<file path="config.mk">
export PLATFORM = sky130hd
export DESIGN_NAME = ph_rx
export DESIGN_NICKNAME = d
export VERILOG_FILES = /design/src/rtl/ph_pkg.sv /design/src/rtl/ph_rx.sv
export SDC_FILE = /design/constraint.sdc
export NUM_CORES = 1
export LEC_CHECK = 0
export CAP_MARGIN = 5
export CORE_MARGIN = 2
export CORE_UTILIZATION = 25
export CTS_CLUSTER_SIZE = 14
export DETAILED_ROUTE_END_ITERATION = 8
export GPL_ROUTABILITY_DRIVEN = 0
export PLACE_DENSITY = 0.51
export RECOVER_POWER = 25
export SYNTH_ARGS = -nofsm -noshare
export SYNTH_HDL_FRONTEND = slang
export SYNTH_SLANG_ARGS = --single-unit
</file>
<file path="constraint.sdc">
create_clock -name clk -period 3.5 [get_ports clk]
set_input_delay 0.35 -clock clk [delete_from_list [all_inputs] [get_ports clk]]
set_output_delay 0.35 -clock clk [all_outputs]
set_load 0.1 [all_outputs]
</file>
<file path="src/rtl/ph_pkg.sv">
// ph_pkg: shared types and constants for the ph shift-register link
package ph_pkg;
    typedef enum logic [1:0] {IDLE, SHIFT, DONE} ph_rx_state_t;
    localparam int PH_W = 4;
endpackage

</file>
<file path="src/rtl/ph_rx.sv">
// ph_rx: serial-to-parallel receiver, W bits MSB-first framed by load, qualified by sft
//   clk, clr      clock, synchronous active-high reset
//   load          frame start strobe (restart with err when mid-frame)
//   sft, sin      bit strobe and serial data
//   qph, vld      last completed word, one-cycle update pulse
//   busy, err     frame in progress, sticky framing error
module ph_rx
    import ph_pkg::*;
#(
    parameter int W = PH_W
) (
    input  logic         clk,
    input  logic         clr,
    input  logic         load,
    input  logic         sft,
    input  logic         sin,
    output logic [W-1:0] qph,
    output logic         vld,
    output logic         busy,
    output logic         err
);
    localparam int CW = $clog2(W);
    localparam logic [CW-1:0] LAST = CW'(W - 1);
    ph_rx_state_t  state_q;
    logic [W-1:0]  sreg_q, qph_q, sreg_d;
    logic [CW-1:0] cnt_q;
    logic          err_q;
    assign sreg_d = {sreg_q[W-2:0], sin};
    always_ff @(posedge clk) begin
        if (clr) begin
            state_q <= IDLE;
            sreg_q  <= '0;
            cnt_q   <= '0;
            qph_q   <= '0;
            err_q   <= 1'b0;
        end else begin
            case (state_q)
                IDLE: if (load) begin
                    state_q <= SHIFT;
                    sreg_q  <= '0;
                    cnt_q   <= '0;
                end
                SHIFT: if (load) begin
                    // restart wins over a coincident strobe; that bit is dropped
                    sreg_q <= '0;
                    cnt_q  <= '0;
                    err_q  <= 1'b1;
                end else if (sft) begin
                    sreg_q <= sreg_d;
                    if (cnt_q == LAST) begin
                        qph_q   <= sreg_d;
                        cnt_q   <= '0;
                        state_q <= DONE;
                    end else begin
                        cnt_q <= cnt_q + CW'(1);
                    end
                end
                DONE: begin
                    state_q <= load ? SHIFT : IDLE;
                    if (load) begin
                        sreg_q <= '0;
                        cnt_q  <= '0;
                    end
                end
                default: state_q <= IDLE;
            endcase
        end
    end
    assign qph  = qph_q;
    assign vld  = state_q == DONE;
    assign busy = state_q == SHIFT;
    assign err  = err_q;
endmodule
</file>
==> out/metrics.csv, run 1 <==
stage,metric,value,unit
run_status,status,finished clean,
hold_path,HP Class,flip-flop to flip-flop,
finish,area growth from synthesis to layout,32.8,%
grt,grt met1 use,11.7,%
timing,fin crit share,67.5,%
clock_tree,Resized Gates After CTS,0,
logic_synthesis,largest area contributor in the netlist,dfxtp_1,
timing,slew at the pin closest to its max-slew limit,0.962,ns
route,Avg Vias per Cell,4.58,
route,Total Wirelength,1080,um
clock_tree,"Clk pin slew, worst setup/hold paths",0.08,ns
grt,All-Layer GR Usage,9.72,%
grt,gr busiest metal,met2,
die,Die ar.,2440,sq um
place,pre-CTS WS,1.44,ns
clock_tree,hold_buf cts,0,
grt,met3 Track Usage GR,3.99,%
logic_synthesis,Avg Inst Size Synth,9.18,sq um
worst_setup_path,Worst EP arrival,2.01,ns
worst_setup_path,Crit path required time,3.15,ns
logic_synthesis,syn nets,62,
finish,Nets,76,
pwr,VDD IR max,0.173,mV
logic_synthesis,"Seq/Total Area, Yosys",46.7,%
place,Port Buffer Count,11,
grt,initial antenna violation count,0,
clock_tree,clk root buf,clkbuf_4,
die,initial core utilization,26.5,%
timing,setup ws final,1.14,ns
die,I/O pin cnt,12,
route,ANT nets after route,0,
hold_path,hold wc startpoint,qph[0]$_SDFFE_PP0P_,
clock_tree,CTS tree,built,
timing,setup_tns,0,ns
timing,"Slew Viols, Final",0,
logic_synthesis,number of flops mapped to enable cells by yosys,0,
die,floorplan core area,1940,sq um
route,via count,440,
finish,layout cells sized above 1,8.70,%
worst_setup_path,WS Path Type,flip-flop to output port,
clock_tree,Max Root-Sink Buffers,2,
timing,final hold viol count,0,
grt,global-route wire length before repair,1690,um
grt,met2 GRT Util,13.7,%
clock_tree,post-CTS setup buffer count,0,
route,DRT iter0 DRCs,18,
logic_synthesis,Post-Syn Instances,56,
clock_tree,CTS sink cnt,12,
timing,post-layout minimum cycle time,2.36,ns
grt,global route overflow,0,
timing,clock skew,0.00172,ns
logic_synthesis,prevailing post-synth register cell,dfxtp_1,
job,max-cap violations,0,
logic_synthesis,post-synth top area share,46.7,%
worst_setup_path,Crit. Startpoint,state_q[0]$_SDFFE_PP0P_,
worst_setup_path,worst-path fanout max,7,
logic_synthesis,"Cell Area, Synth",514,sq um
logic_synthesis,Yosys cell types,19,
route,First-pass DRT Iterations,4,
finish,antenna cells,0,
logic_synthesis,Synth Register Bits,12,
worst_setup_path,critical path endpoint category,output port,
logic_synthesis,async set-reset flop share out of synthesis,0,%
timing,Slew HR,35.6,%
route,Wirelength per Cell,11.3,um
logic_synthesis,leading post-synthesis cells by cell area,"dfxtp_1 47%, a21oi_1 6.8%, nand4b_1 6.8%",
finish,# fillers,216,
die,DIE HEIGHT,49.4,um
clock_tree,clk_lat worst skew,0.27,ns
logic_synthesis,most common library cells after synthesis,"12 x dfxtp_1, 7 x a21oi_1, 5 x nand2_1, 5 x o21ai_0",
timing,RSZ-0062 raised after global routing,no,
logic_synthesis,YS warnings,0,
finish,footprint of the multi-input gates,259,sq um
place,DP Wirelength,710,um
timing,final setup violating endpoints,0,
clock_tree,htree depth,1,
timing,Fmax,423,MHz
route,DRC errors left,0,
logic_synthesis,most numerous cell in the Yosys netlist,dfxtp_1,
worst_setup_path,Startpoint Class,flip-flop,
grt,vias in the first global route,351,
pwr,P per Cell Area,416,nW/um^2
die,Row Count,16,
clock_tree,TritonCTS buffer count,3,
worst_setup_path,RR Startpoint,state_q[0]$_SDFFE_PP0P_,
finish,FF/Latch Area,240,sq um
die,die width,49.4,um
grt,largest net degree at the start of global routing,18,
pwr,Static Leak,0.244,nW
==> metal layers <==
layer	vias to the layer above	wire length, um
met5	-	0
met4	0	10
met3	2	54
met2	8	494
met1	206	522
li1	224	-
==> layout by cell type, fill, tap and decap left out <==
cell type,count
nand4b_1,4
and2_4,1
clkbuf_8,1
nor4bb_1,1
nor3_1,1
and2_1,1
o41ai_2,1
ha_1,1
dfxtp_1,12
nor2b_1,2
or4b_1,1
nor2_1,1
o21ai_1,4
nand2b_1,4
clkdlybuf4s50_1,9
clkbuf_1,1
a21oi_1,7
dlygate4sd3_1,2
o21ai_0,5
clkbuf_4,3
nand2_1,5
and2b_1,2
==> critical path, cell delays in order (launching register included) <==
cell and delay (ns):
dfxtp_1 0.40, nor2b_1 0.19, clkdlybuf4s50_1 1.15
==> stage by stage <==
step	util [%]	instance area (sq um)	power (mW)	hold slack [ns]	instances
3_5_place_dp	33.5	651	0.176	0.456	92
4_1_cts	35.4	687	0.289	0.469	96
2_1_floorplan	-	514	0.164	0.442	56
5_1_grt	35.2	683	0.297	0.484	96
3_3_place_gp	33.5	651	0.176	0.452	92
6_report	35.2	683	0.284	0.466	96
==> sequential cells by signal, indices dropped and copies added, names as in the netlist <==
| register | flops |
|---|---|
| cnt_q | 2 |
| state_q | 2 |
| sreg_q | 3 |
| err | 1 |
| qph | 4 |
==> power breakdown <==
part | internal [mW] | switching [mW]
clock | 0.0632 | 0.0495
sequential | 0.139 | 0.00182
combinational | 0.0109 | 0.0201
total | 0.213 | 0.0714
==> path summary, 6_finish.rpt <==
check             slack (ns)  cells past startpoint             endpoint
hold reg to reg         0.47                      2  qph[0]$_SDFFE_PP0P_
setup reg to reg        2.08                      4  qph[3]$_SDFFE_PP0P_
hold / removal          0.47                      2  qph[0]$_SDFFE_PP0P_
setup / recovery        1.14                      2                 busy
==> logic make-up after synthesis <==
kind of cell / count (synthesis) / share of synthesized area [%]
compound gates: 17 / 18.7
buf+inv: 3 / 2.92
flops: 12 / 46.7
fa+ha+maj: 1 / 2.43
simple gates: 23 / 29.2
==> area by class of cell <==
cell class	count	area share, %
Clock buffer	4	5.31
Sequential cell	12	35.2
Multi-Input combinational cell	41	37.9
Tap cell	27	4.95
Timing Repair Buffer	12	16.7
(Power assumes the default switching activity.)
==> run 2, diff against run 1 <==
- clock period: 3.5 -> 2.3 ns (I/O delays scaled with it)
==> out/metrics.csv, run 2 (synthesized netlist as in run 1, its figures left out) <==
stage,metric,value,unit,change
worst_setup_path,Startpoint Class,flip-flop,,unchanged
timing,RSZ-0062 raised after global routing,no,,unchanged
timing,clock skew,0.00113,ns,was 0.00172 ns
finish,# fillers,221,,was 216
die,I/O pin cnt,12,,unchanged
grt,global route overflow,0,,unchanged
grt,largest net degree at the start of global routing,18,,unchanged
die,DIE HEIGHT,49.4,um,unchanged
timing,Fmax,587,MHz,
route,Total Wirelength,1050,um,was 1080 um
hold_path,hold wc startpoint,qph[1]$_SDFFE_PP0P_,,was qph[0]$_SDFFE_PP0P_
finish,Finished Layout Cells,95,,was 96
worst_setup_path,crit-path cells,clkbuf_1,,"was nor2b_1, clkdlybuf4s50_1"
finish,footprint of the multi-input gates,259,sq um,unchanged
route,DRC errors left,0,,unchanged
clock_tree,Resized Gates After CTS,0,,unchanged
pwr,VDD IR max,0.158,mV,was 0.173 mV
timing,"Slew Viols, Final",0,,unchanged
worst_setup_path,"Buf+Inv Stages, Crit Path",1,,unchanged
worst_setup_path,Worst R2R Setup Slack,0.90,ns,was 2.08 ns
finish,antenna cells,0,,unchanged
finish,FF/Latch Area,240,sq um,unchanged
worst_setup_path,Crit path max-delay family,buffers and inverters,,unchanged
place,DP Wirelength,717,um,was 710 um
worst_setup_path,critical path endpoint category,output port,,unchanged
hold_path,HP Class,flip-flop to flip-flop,,unchanged
run_status,status,finished clean,,unchanged
clock_tree,clk_lat worst skew,0.26,ns,was 0.27 ns
worst_setup_path,CP max-delay cell,clkbuf_1,,was clkdlybuf4s50_1
clock_tree,"Clk pin slew, worst setup/hold paths",0.07,ns,was 0.08 ns
timing,final hold viol count,0,,unchanged
die,Row Count,16,,unchanged
finish,most frequent cells in the layout,"12 x dfxtp_1, 7 x a21oi_1, 5 x nand2_1, 5 x o21ai_0, 5 x buf_4",,"was 12 x dfxtp_1, 9 x clkdlybuf4s50_1, 7 x a21oi_1"
die,initial core utilization,26.5,%,unchanged
timing,fin crit share,74.1,%,
worst_setup_path,RR Startpoint,cnt_q[0]$_SDFFE_PP0P_,,was state_q[0]$_SDFFE_PP0P_
pwr,total power draw,0.386,mW,was 0.284 mW
die,die width,49.4,um,unchanged
worst_setup_path,highest cell delay on the worst timing path,0.87,ns,was 1.15 ns
finish,area growth from synthesis to layout,25.3,%,was 32.8%
finish,Util after Layout,33.2,%,was 35.2%
grt,All-Layer GR Usage,9.51,%,was 9.72%
worst_setup_path,worst-path fanout max,2,,was 7
clock_tree,TritonCTS buffer count,3,,unchanged
clock_tree,htree depth,1,,unchanged
grt,global-route wire length before repair,1740,um,was 1690 um
route,DRT iter0 DRCs,7,,was 18
route,Wirelength per Cell,11.0,um,was 11.3 um
clock_tree,clk root buf,clkbuf_4,,unchanged
pwr,Static Leak,0.241,nW,was 0.244 nW
timing,final setup violating endpoints,0,,unchanged
job,max-cap violations,0,,unchanged
route,via count,420,,was 440
worst_setup_path,Crit path required time,2.07,ns,was 3.15 ns
pwr,P per Cell Area,599,nW/um^2,was 416 nW/um^2
route,ANT nets after route,0,,unchanged
finish,layout cells sized above 1,14.7,%,was 8.70%
worst_setup_path,Worst EP arrival,1.47,ns,was 2.01 ns
die,floorplan core area,1940,sq um,unchanged
grt,initial antenna violation count,0,,unchanged
clock_tree,post-CTS setup buffer count,0,,unchanged
finish,max FFs per register,4,,unchanged
finish,Nets,76,,unchanged
worst_setup_path,Crit. Startpoint,err$_SDFFE_PP0P_,,was state_q[0]$_SDFFE_PP0P_
die,Die ar.,2440,sq um,unchanged
route,Avg Vias per Cell,4.42,,was 4.58
place,Port Buffer Count,11,,unchanged
grt,vias in the first global route,406,,was 351
clock_tree,CTS tree,built,,unchanged
clock_tree,Max Root-Sink Buffers,2,,unchanged
clock_tree,CTS sink cnt,12,,unchanged
finish,"commonest non-fill, non-tap cell in the layout",dfxtp_1,,unchanged
route,First-pass DRT Iterations,2,,was 4
clock_tree,hold_buf cts,0,,unchanged
timing,Slew HR,22.2,%,was 35.6%
place,placed cells,92,,unchanged
timing,slew at the pin closest to its max-slew limit,1.17,ns,was 0.962 ns
timing,post-layout minimum cycle time,1.70,ns,
worst_setup_path,WS Path Type,flip-flop to output port,,unchanged
timing,setup_tns,0,ns,unchanged
==> run 2: changes by cell type in the layout (fill, tap and decap cells not counted) <==
cell             previous run  this run
clkbuf_8                    1         0
clkdlybuf4s50_1             9         3
buf_4                       0         5
dlygate4sd3_1               2         1
clkbuf_1                    1         3
==> run 2: through the flow <==
stage	instance area [sq um]	setup WS [ns]	hold WS, ns
after floorplan	514	0.178	0.329
after global placement	633	0.663	0.453
after detailed placement	633	0.665	0.458
after CTS	656	0.883	0.469
after global routing	644	0.565	0.477
final	644	0.597	0.464
==> run 2: routing by layer <==
| metal | part of all wire [%] | track usage (%) |
|---|---|---|
| met5 | 0 | 0 |
| met4 | 1.1 | 7.14 |
| met3 | 3.3 | 2.76 |
| met2 | 43 | 14.4 |
| met1 | 53 | 11.2 |
==> run 2: final timing paths <==
check,depth (start not counted),end
hold reg to reg,2,qph[1]$_SDFFE_PP0P_
hold / removal,2,qph[1]$_SDFFE_PP0P_
setup reg to reg,3,cnt_q[0]$_SDFFE_PP0P_
setup / recovery,1,err
==> run 2: final cells by class <==
type                    count  area share (%)
well taps                  27            5.24
multi-input cells          41            40.2
clock buffers               3            3.50
repair buffers             12            13.8
flip-flops and latches     12            37.3
==> run 2: power breakdown <==
part           internal (mW)  switching [mW]
logic                 0.0157          0.0304
clock network         0.0604          0.0652
registers              0.211         0.00295
total                  0.287          0.0986
